**src/rtl/mem_access_ctrl.sv**
```systemverilog
// mem_access_ctrl: load/store and program-counter controller.
// Accepts one operation per handshake. ALU and ADR ops write back in a
// single cycle. LDR/STR ops issue a memory request and wait for mem_ack,
// giving up after TIMEOUT cycles. The PC advances by PC_STEP on every
// completed operation.
module mem_access_ctrl #(
    parameter int unsigned DATA_W  = 32,
    parameter int unsigned ADDR_W  = 8,
    parameter int unsigned PC_STEP = 1,
    parameter int unsigned TIMEOUT = 15
) (
    input  logic              Clk,
    input  logic              Reset,
    input  logic              op_valid,
    output logic              op_ready,
    input  logic [3:0]        op_code,
    input  logic [DATA_W-1:0] SR1,
    input  logic [DATA_W-1:0] SR2,
    input  logic [DATA_W-1:0] alu_result,
    output logic              mem_req,
    output logic              mem_we,
    output logic [ADDR_W-1:0] mem_addr,
    output logic [DATA_W-1:0] mem_wdata,
    input  logic [DATA_W-1:0] mem_rdata,
    input  logic              mem_ack,
    output logic [DATA_W-1:0] reg_data,
    output logic              reg_we,
    output logic [ADDR_W-1:0] pc,
    output logic              err
);

    localparam logic [3:0] OP_LDR = 4'b1101;
    localparam logic [3:0] OP_STR = 4'b1110;
    localparam logic [3:0] OP_ADR = 4'b1100;

    // Wait counter only needs to reach TIMEOUT-1.
    localparam int unsigned CNT_W = (TIMEOUT > 1) ? $clog2(TIMEOUT) : 1;
    localparam logic [CNT_W-1:0] CNT_LAST = CNT_W'(TIMEOUT - 1);
    localparam logic [ADDR_W-1:0] PC_INC  = ADDR_W'(PC_STEP);

    typedef enum logic {
        ST_IDLE = 1'b0,
        ST_MEM  = 1'b1
    } state_t;

    state_t           state;
    logic [CNT_W-1:0] wait_cnt;
    logic             accept;
    logic             is_mem_op;

    // Upper address-source bits are not used when DATA_W exceeds ADDR_W.
    if (DATA_W > ADDR_W) begin : g_sr1_hi
        logic unused_sr1_hi;
        assign unused_sr1_hi = ^SR1[DATA_W-1:ADDR_W];
    end

    // Handshake: ready only in IDLE and never while reset is asserted.
    always_comb begin
        op_ready  = (state == ST_IDLE) && Reset;
        accept    = op_valid && op_ready;
        is_mem_op = (op_code == OP_LDR) || (op_code == OP_STR);
    end

    // Control FSM with all outputs registered; reg_we self-clears each cycle.
    always_ff @(posedge Clk) begin
        if (!Reset) begin
            state     <= ST_IDLE;
            wait_cnt  <= '0;
            pc        <= '0;
            mem_addr  <= '0;
            mem_wdata <= '0;
            reg_data  <= '0;
            mem_req   <= 1'b0;
            mem_we    <= 1'b0;
            reg_we    <= 1'b0;
            err       <= 1'b0;
        end else begin
            reg_we <= 1'b0;
            case (state)
                ST_IDLE: begin
                    if (accept) begin
                        if (is_mem_op) begin
                            mem_req  <= 1'b1;
                            mem_addr <= SR1[ADDR_W-1:0];
                            mem_we   <= (op_code == OP_STR);
                            if (op_code == OP_STR) begin
                                mem_wdata <= SR2;
                            end
                            wait_cnt <= '0;
                            state    <= ST_MEM;
                        end else begin
                            reg_data <= (op_code == OP_ADR) ? SR1 : alu_result;
                            reg_we   <= 1'b1;
                            pc       <= pc + PC_INC;
                        end
                    end
                end
                ST_MEM: begin
                    if (mem_ack) begin
                        mem_req <= 1'b0;
                        pc      <= pc + PC_INC;
                        // mem_we is held from accept, so it identifies LDR here.
                        if (!mem_we) begin
                            reg_data <= mem_rdata;
                            reg_we   <= 1'b1;
                        end
                        state <= ST_IDLE;
                    end else if (wait_cnt == CNT_LAST) begin
                        mem_req <= 1'b0;
                        err     <= 1'b1;
                        state   <= ST_IDLE;
                    end else begin
                        wait_cnt <= wait_cnt + CNT_W'(1);
                    end
                end
                default: begin
                    state <= ST_IDLE;
                end
            endcase
        end
    end

endmodule

```
**config.mk**
```make
export PLATFORM = sky130hd
export DESIGN_NAME = mem_access_ctrl
export DESIGN_NICKNAME = d
export VERILOG_FILES = /design/src/rtl/mem_access_ctrl.sv
export SDC_FILE = /design/constraint.sdc
export NUM_CORES = 1
export LEC_CHECK = 0
export CORE_MARGIN = 5
export CORE_UTILIZATION = 35
export CTS_CLUSTER_DIAMETER = 200
export DETAILED_ROUTE_END_ITERATION = 12
export GPL_ROUTABILITY_DRIVEN = 0
export PLACE_DENSITY = 0.74
export SETUP_SLACK_MARGIN = 0.5
export SLEW_MARGIN = 20
export SYNTH_ARGS = -nofsm -noshare
export SYNTH_HDL_FRONTEND = slang
export SYNTH_SLANG_ARGS = --single-unit
```
**constraint.sdc**
```tcl
create_clock -name Clk -period 2 [get_ports Clk]
set_input_delay 0.4 -clock Clk [delete_from_list [all_inputs] [get_ports Clk]]
set_output_delay 0.4 -clock Clk [all_outputs]
set_load 0.02 [all_outputs]
```
* After elaboration in Yosys (flattened, before gate mapping)
Index checks and enable logic that the tools add are counted.
Operators by class: add/sub/neg operators 2, equal/unequal tests 12, multiplexer cells 30, bitwise logic cells 2, reductions and logical operators 10
Operators with widths (count):
- $mux 32 | 5
- $pmux 32 s2 | 1
- $mux 8 | 3
- $eq 4x4->1 const B | 4
- $mux 4 | 4
- $pmux 8 s2 | 1
- $ne 2x2->1 const B | 7
- $mux 1 | 12
- $reduce_and 3->1 | 4
- $reduce_and 4->1 | 3
- $add 8x1->8 const B | 1
- $pmux 4 s2 | 1
- $pmux 1 s2 | 3
- $add 4x1->4 const B | 1
- $ne 3x2->1 const B | 1
- $logic_and 1x1->1 | 2
- $not 1->1 | 2
- $logic_or 1x1->1 | 1
Storage, ports and cells: flip-flop bits (word level) 89, output and inout bits 85

* Logic depth before layout (Yosys ltp)
depth after elaboration 5, mapped depth 6

* Worst setup path after synthesis
OpenSTA, ideal clock, no wires.
path type input to register, from input op_code[1], to register reg_data[10], data arrival time 1705 ps, data required time 1883 ps, path slack 178 ps, stages on the path 6, path buffers 2, cells stage by stage nor4bb_1 buf_2 buf_6 mux2_2 mux2_2 a22o_1
Between the ends: word-level cells in the longest chain between the ends 5
Ends and longest elaborated chain:
- start: declaration | line 16 | input logic [3:0] op_code,
- $eq 4x4->1 | line 92 | reg_data <= (op_code == OP_ADR) ? SR1 : alu_result;
- $mux 32 | line 92
- $mux 32 | line 82 | if (is_mem_op) begin
- $mux 32 | line 81 | if (accept) begin
- $pmux 32 s2 | line 79 | case (state)
- end signal: assignment | line 92
- end signal: assignment | line 104 | reg_data <= mem_rdata;
- end: declaration | line 26 | output logic [DATA_W-1:0] reg_data,
Several ways; a longest one is shown, not always the timed one. The select of a mux whose other input is x is not followed. A chain may end at the register's enable or synchronous reset.

* Worst setup path after layout
from input op_code[1], to register reg_data[19]
Same word-level chain as after synthesis.

==> impl_metrics.ini <==
[status]
outcome = complete, no violations

[finish]
nets = 802
post_route_cells_drive_above_1_share = 0.335
postLayoutCellArea_um2 = 7560
commonest_non_fill_non_tap_cells_in_the_layout = sky130_fd_sc_hd__clkdlybuf4s50_1 (128), sky130_fd_sc_hd__dfxtp_1 (83), sky130_fd_sc_hd__dlygate4sd2_1 (77), sky130_fd_sc_hd__nand2_1 (53), sky130_fd_sc_hd__mux2_4 (34)
diodes = 0
final_common_cell = sky130_fd_sc_hd__clkdlybuf4s50_1
areaGrowthSynthToFinish_pct = 91.4

[cts]
cts_max_level = 3
number_of_clock_sinks = 89
cts_buffers = 9
clock_tree.buffer_depth = 2
cts-hold-fix-buffers = 0
cts_root_buffer = sky130_fd_sc_hd__clkbuf_16
worst_skew_pair.late_latency_ps = 340
cts_tree = done
clk_pin_slew_ps = 60

[place]
place_hpwl_um = 10600
dpl-instance-area_um2 = 6600
placement.io_buffers = 220
place_worst_setup_slack_ps = -534

[route]
route.final.wire_length_um = 15800
drt_antenna_net_count = 0
detailedRoute.firstIterationViolations = 206
remaining_drc_errors = 0
via_count = 4131
via_per_inst = 5.11
detail_route.first_pass.iterations = 4
wl_per_cell_um = 19.5

[grt]
largest_net_degree_at_the_start_of_global_routing = 34
first_global_vias = 4184
groute.usage.overall = 0.206
grt_pass1_wl_um = 21700
overall_overflow_remaining_after_global_route = 0
grt_antenna_before_repair = 0

[floorplan]
rows = 38
die_area_um2 = 13500
die_y_um = 116
die_boundary_width_um = 116
start_util = 0.361
boundaryPins = 221
placeableCoreArea_um2 = 10900

[critical_path]
critPathSlowestCell = sky130_fd_sc_hd__mux2_4
reg2reg_end = reg_data[2]
critical_path.max_stage_delay_ps = 310
critPathMaxFanout = 5
category_of_the_critical_setup_timing_path = primary input to register
crit_path_cell_trace = buf_8 -> nor4bb_4 -> buf_6 -> buf_12 -> buf_12 -> buf_16 -> mux2_4 -> mux2_4 -> a22o_1
rr_startpoint = state
cp-end-kind = register
setup.reg_to_reg.worst_slack_ps = 440
cp.arrival_ps = 2020
critPathLaunchType = primary input
data_required_critical_path_ps = 2240
worstRegToRegCells = 3

[yosys]
synth_warnings = 0
synthesis.area_per_instance_um2 = 9.54
synth.distinct_cells = 43
yosysSeqAreaShare = 0.451
mappedNetlistNets = 553
synth_area_um2 = 3950
synth-seq-cells = 89
syn_inst = 414

[power_and_ir_drop]
leakage_nw = 3.25
worst_ir_drop_vdd_mv = 0.664
finalPower_mw = 4.61
power-per-cell-area_nw_per_um2 = 609

[sta]
setup_viol = 0
relSlewSlack = 0.671
hold_viol_final = 0
final_critical_path_setup_slack_ps = 221
finalCriticalPeriod_ps = 1780
final.period_utilization = 0.890
final.hold.worst_slack_ps = 452
fin_worst_skew_ps = 6.74
rsz0062_at_grt = yes
achievable-frequency_mhz = 562
worst_slew_pin_slew_ps = 494
report.final.slew_viol_count = 0

[run]
max-cap-violations = 0

[worst_hold_path]
worst_min_path_class = register to register
whs_endpoint = mem_wdata[8]
worst_hold_path.num_cells = 2
min_from = mem_wdata[8]
[power by group]
part	internal [mW]	switching, mW	leakage [nW]
logic	0.527	0.346	2.36
clock network	1.17	0.689	0.157
registers	1.84	0.0407	0.727
total	3.53	1.08	3.25
[state kept, by name (all words and copies together) (netlist names)]
register,flops
mem_wdata,32
reg_data,32
mem_addr,8
pc,8
wait_cnt,4
err,1
mem_req,1
mem_we,1
reg_we,1
state,1
[how the worst max path moves through the flow]
stage / start / end / slack [ps] / cells after the start
detailed placement: op_code[1] / reg_data[18] / -530 / 7
CTS: op_code[1] / reg_data[20] / 240 / 9
global placement: op_code[1] / reg_data[15] / -510 / 7
global route: op_code[1] / reg_data[19] / 160 / 9
finish: op_code[1] / reg_data[19] / 220 / 9
floorplan: op_code[0] / reg_data[3] / 180 / 6
[per-stage QoR]
stage	instances	TNS, ps	util
floorplan	414	0	-
global placement	770	-15900	0.604
detailed placement	770	-18140	0.604
CTS	798	0	0.642
global route	808	0	0.692
finish	808	0	0.692
[cell families after synthesis]
kind of cell	share of synthesized area
and+or+nand+nor	0.143
AOI/OAI and AO/OA	0.164
DFF	0.451
muxes	0.185
buffers and inverters	0.0405
adders and majority gates	0.00950
xor gates and xnor gates	0.00634
[synthesized netlist by cell type]
| cell type | n | area share |
|---|---|---|
| sky130_fd_sc_hd__nand3b_1 | 4 | 0.0076 |
| sky130_fd_sc_hd__or3_1 | 2 | 0.0032 |
| sky130_fd_sc_hd__and2_1 | 2 | 0.0032 |
| sky130_fd_sc_hd__o31ai_1 | 1 | 0.0019 |
| sky130_fd_sc_hd__a22o_1 | 32 | 0.071 |
| sky130_fd_sc_hd__a31oi_1 | 1 | 0.0016 |
| sky130_fd_sc_hd__mux2_2 | 62 | 0.18 |
| sky130_fd_sc_hd__mux2_1 | 2 | 0.0057 |
| sky130_fd_sc_hd__buf_6 | 3 | 0.0086 |
| sky130_fd_sc_hd__a21bo_2 | 1 | 0.0025 |
| sky130_fd_sc_hd__nor4_1 | 1 | 0.0016 |
| sky130_fd_sc_hd__clkbuf_1 | 15 | 0.014 |
| sky130_fd_sc_hd__and4b_1 | 2 | 0.0051 |
| sky130_fd_sc_hd__xnor2_1 | 1 | 0.0022 |
| sky130_fd_sc_hd__o22ai_1 | 1 | 0.0016 |
| sky130_fd_sc_hd__inv_1 | 1 | 0.00095 |
| sky130_fd_sc_hd__nand2_1 | 93 | 0.088 |
| sky130_fd_sc_hd__mux2i_1 | 1 | 0.0025 |
| sky130_fd_sc_hd__a41oi_1 | 1 | 0.0022 |
| sky130_fd_sc_hd__nor2b_1 | 1 | 0.0016 |
| sky130_fd_sc_hd__a21oi_1 | 50 | 0.063 |
| sky130_fd_sc_hd__dfxtp_1 | 89 | 0.45 |
| sky130_fd_sc_hd__nor4bb_1 | 1 | 0.0025 |
| sky130_fd_sc_hd__a22o_4 | 1 | 0.0044 |
| sky130_fd_sc_hd__xor2_2 | 1 | 0.0041 |
| sky130_fd_sc_hd__ha_1 | 3 | 0.0095 |
| sky130_fd_sc_hd__nand2b_1 | 2 | 0.0032 |
| sky130_fd_sc_hd__o31a_1 | 1 | 0.0022 |
| sky130_fd_sc_hd__buf_2 | 11 | 0.014 |
| sky130_fd_sc_hd__nand3_1 | 6 | 0.0076 |
| sky130_fd_sc_hd__o21a_1 | 2 | 0.0038 |
| sky130_fd_sc_hd__or4_1 | 1 | 0.0019 |
| sky130_fd_sc_hd__nor2_1 | 5 | 0.0048 |
| sky130_fd_sc_hd__nand4b_1 | 2 | 0.0044 |
| sky130_fd_sc_hd__or2_2 | 1 | 0.0016 |
| sky130_fd_sc_hd__and3b_4 | 1 | 0.0032 |
| sky130_fd_sc_hd__a22oi_1 | 2 | 0.0038 |
| sky130_fd_sc_hd__inv_2 | 1 | 0.00095 |
| sky130_fd_sc_hd__a211oi_1 | 1 | 0.0019 |
| sky130_fd_sc_hd__and4_1 | 1 | 0.0022 |
| sky130_fd_sc_hd__and3_1 | 1 | 0.0016 |
| sky130_fd_sc_hd__buf_4 | 1 | 0.0019 |
| sky130_fd_sc_hd__o21ai_0 | 3 | 0.0038 |
[timing repair]
action	4_1_cts	5_1_grt
pin swaps	6	47
resized for setup	133	122
setup endpoints to repair	173	79
cloned	2	6
buffers inserted	10	4
[metal layers]
layer / part of all wire / global-route usage / vias up
met2: 0.52 / 0.379 / 172
met1: 0.36 / 0.215 / 1965
met4: 0.013 / 0.0433 / 0
met5: 0 / 0 / -
li1: - / - / 1974
met3: 0.10 / 0.0953 / 20
[final cells by class]
type                       count  area, um2
fill                         836       3370
timing repair buffer         268       2750
multi-input combinational    293       2510
sequential                    89       1790
clock buffer                  14        264
tap                          140        175
clock inverter                 2       60.1
inverter                       2       7.51
[critical path, delay by kind of cell]
family          cells  cell delay, ps
mux                 2             580
compound gates      1             170
buf+inv             5             580
simple gates        1             290
(Power assumes the default switching activity.)
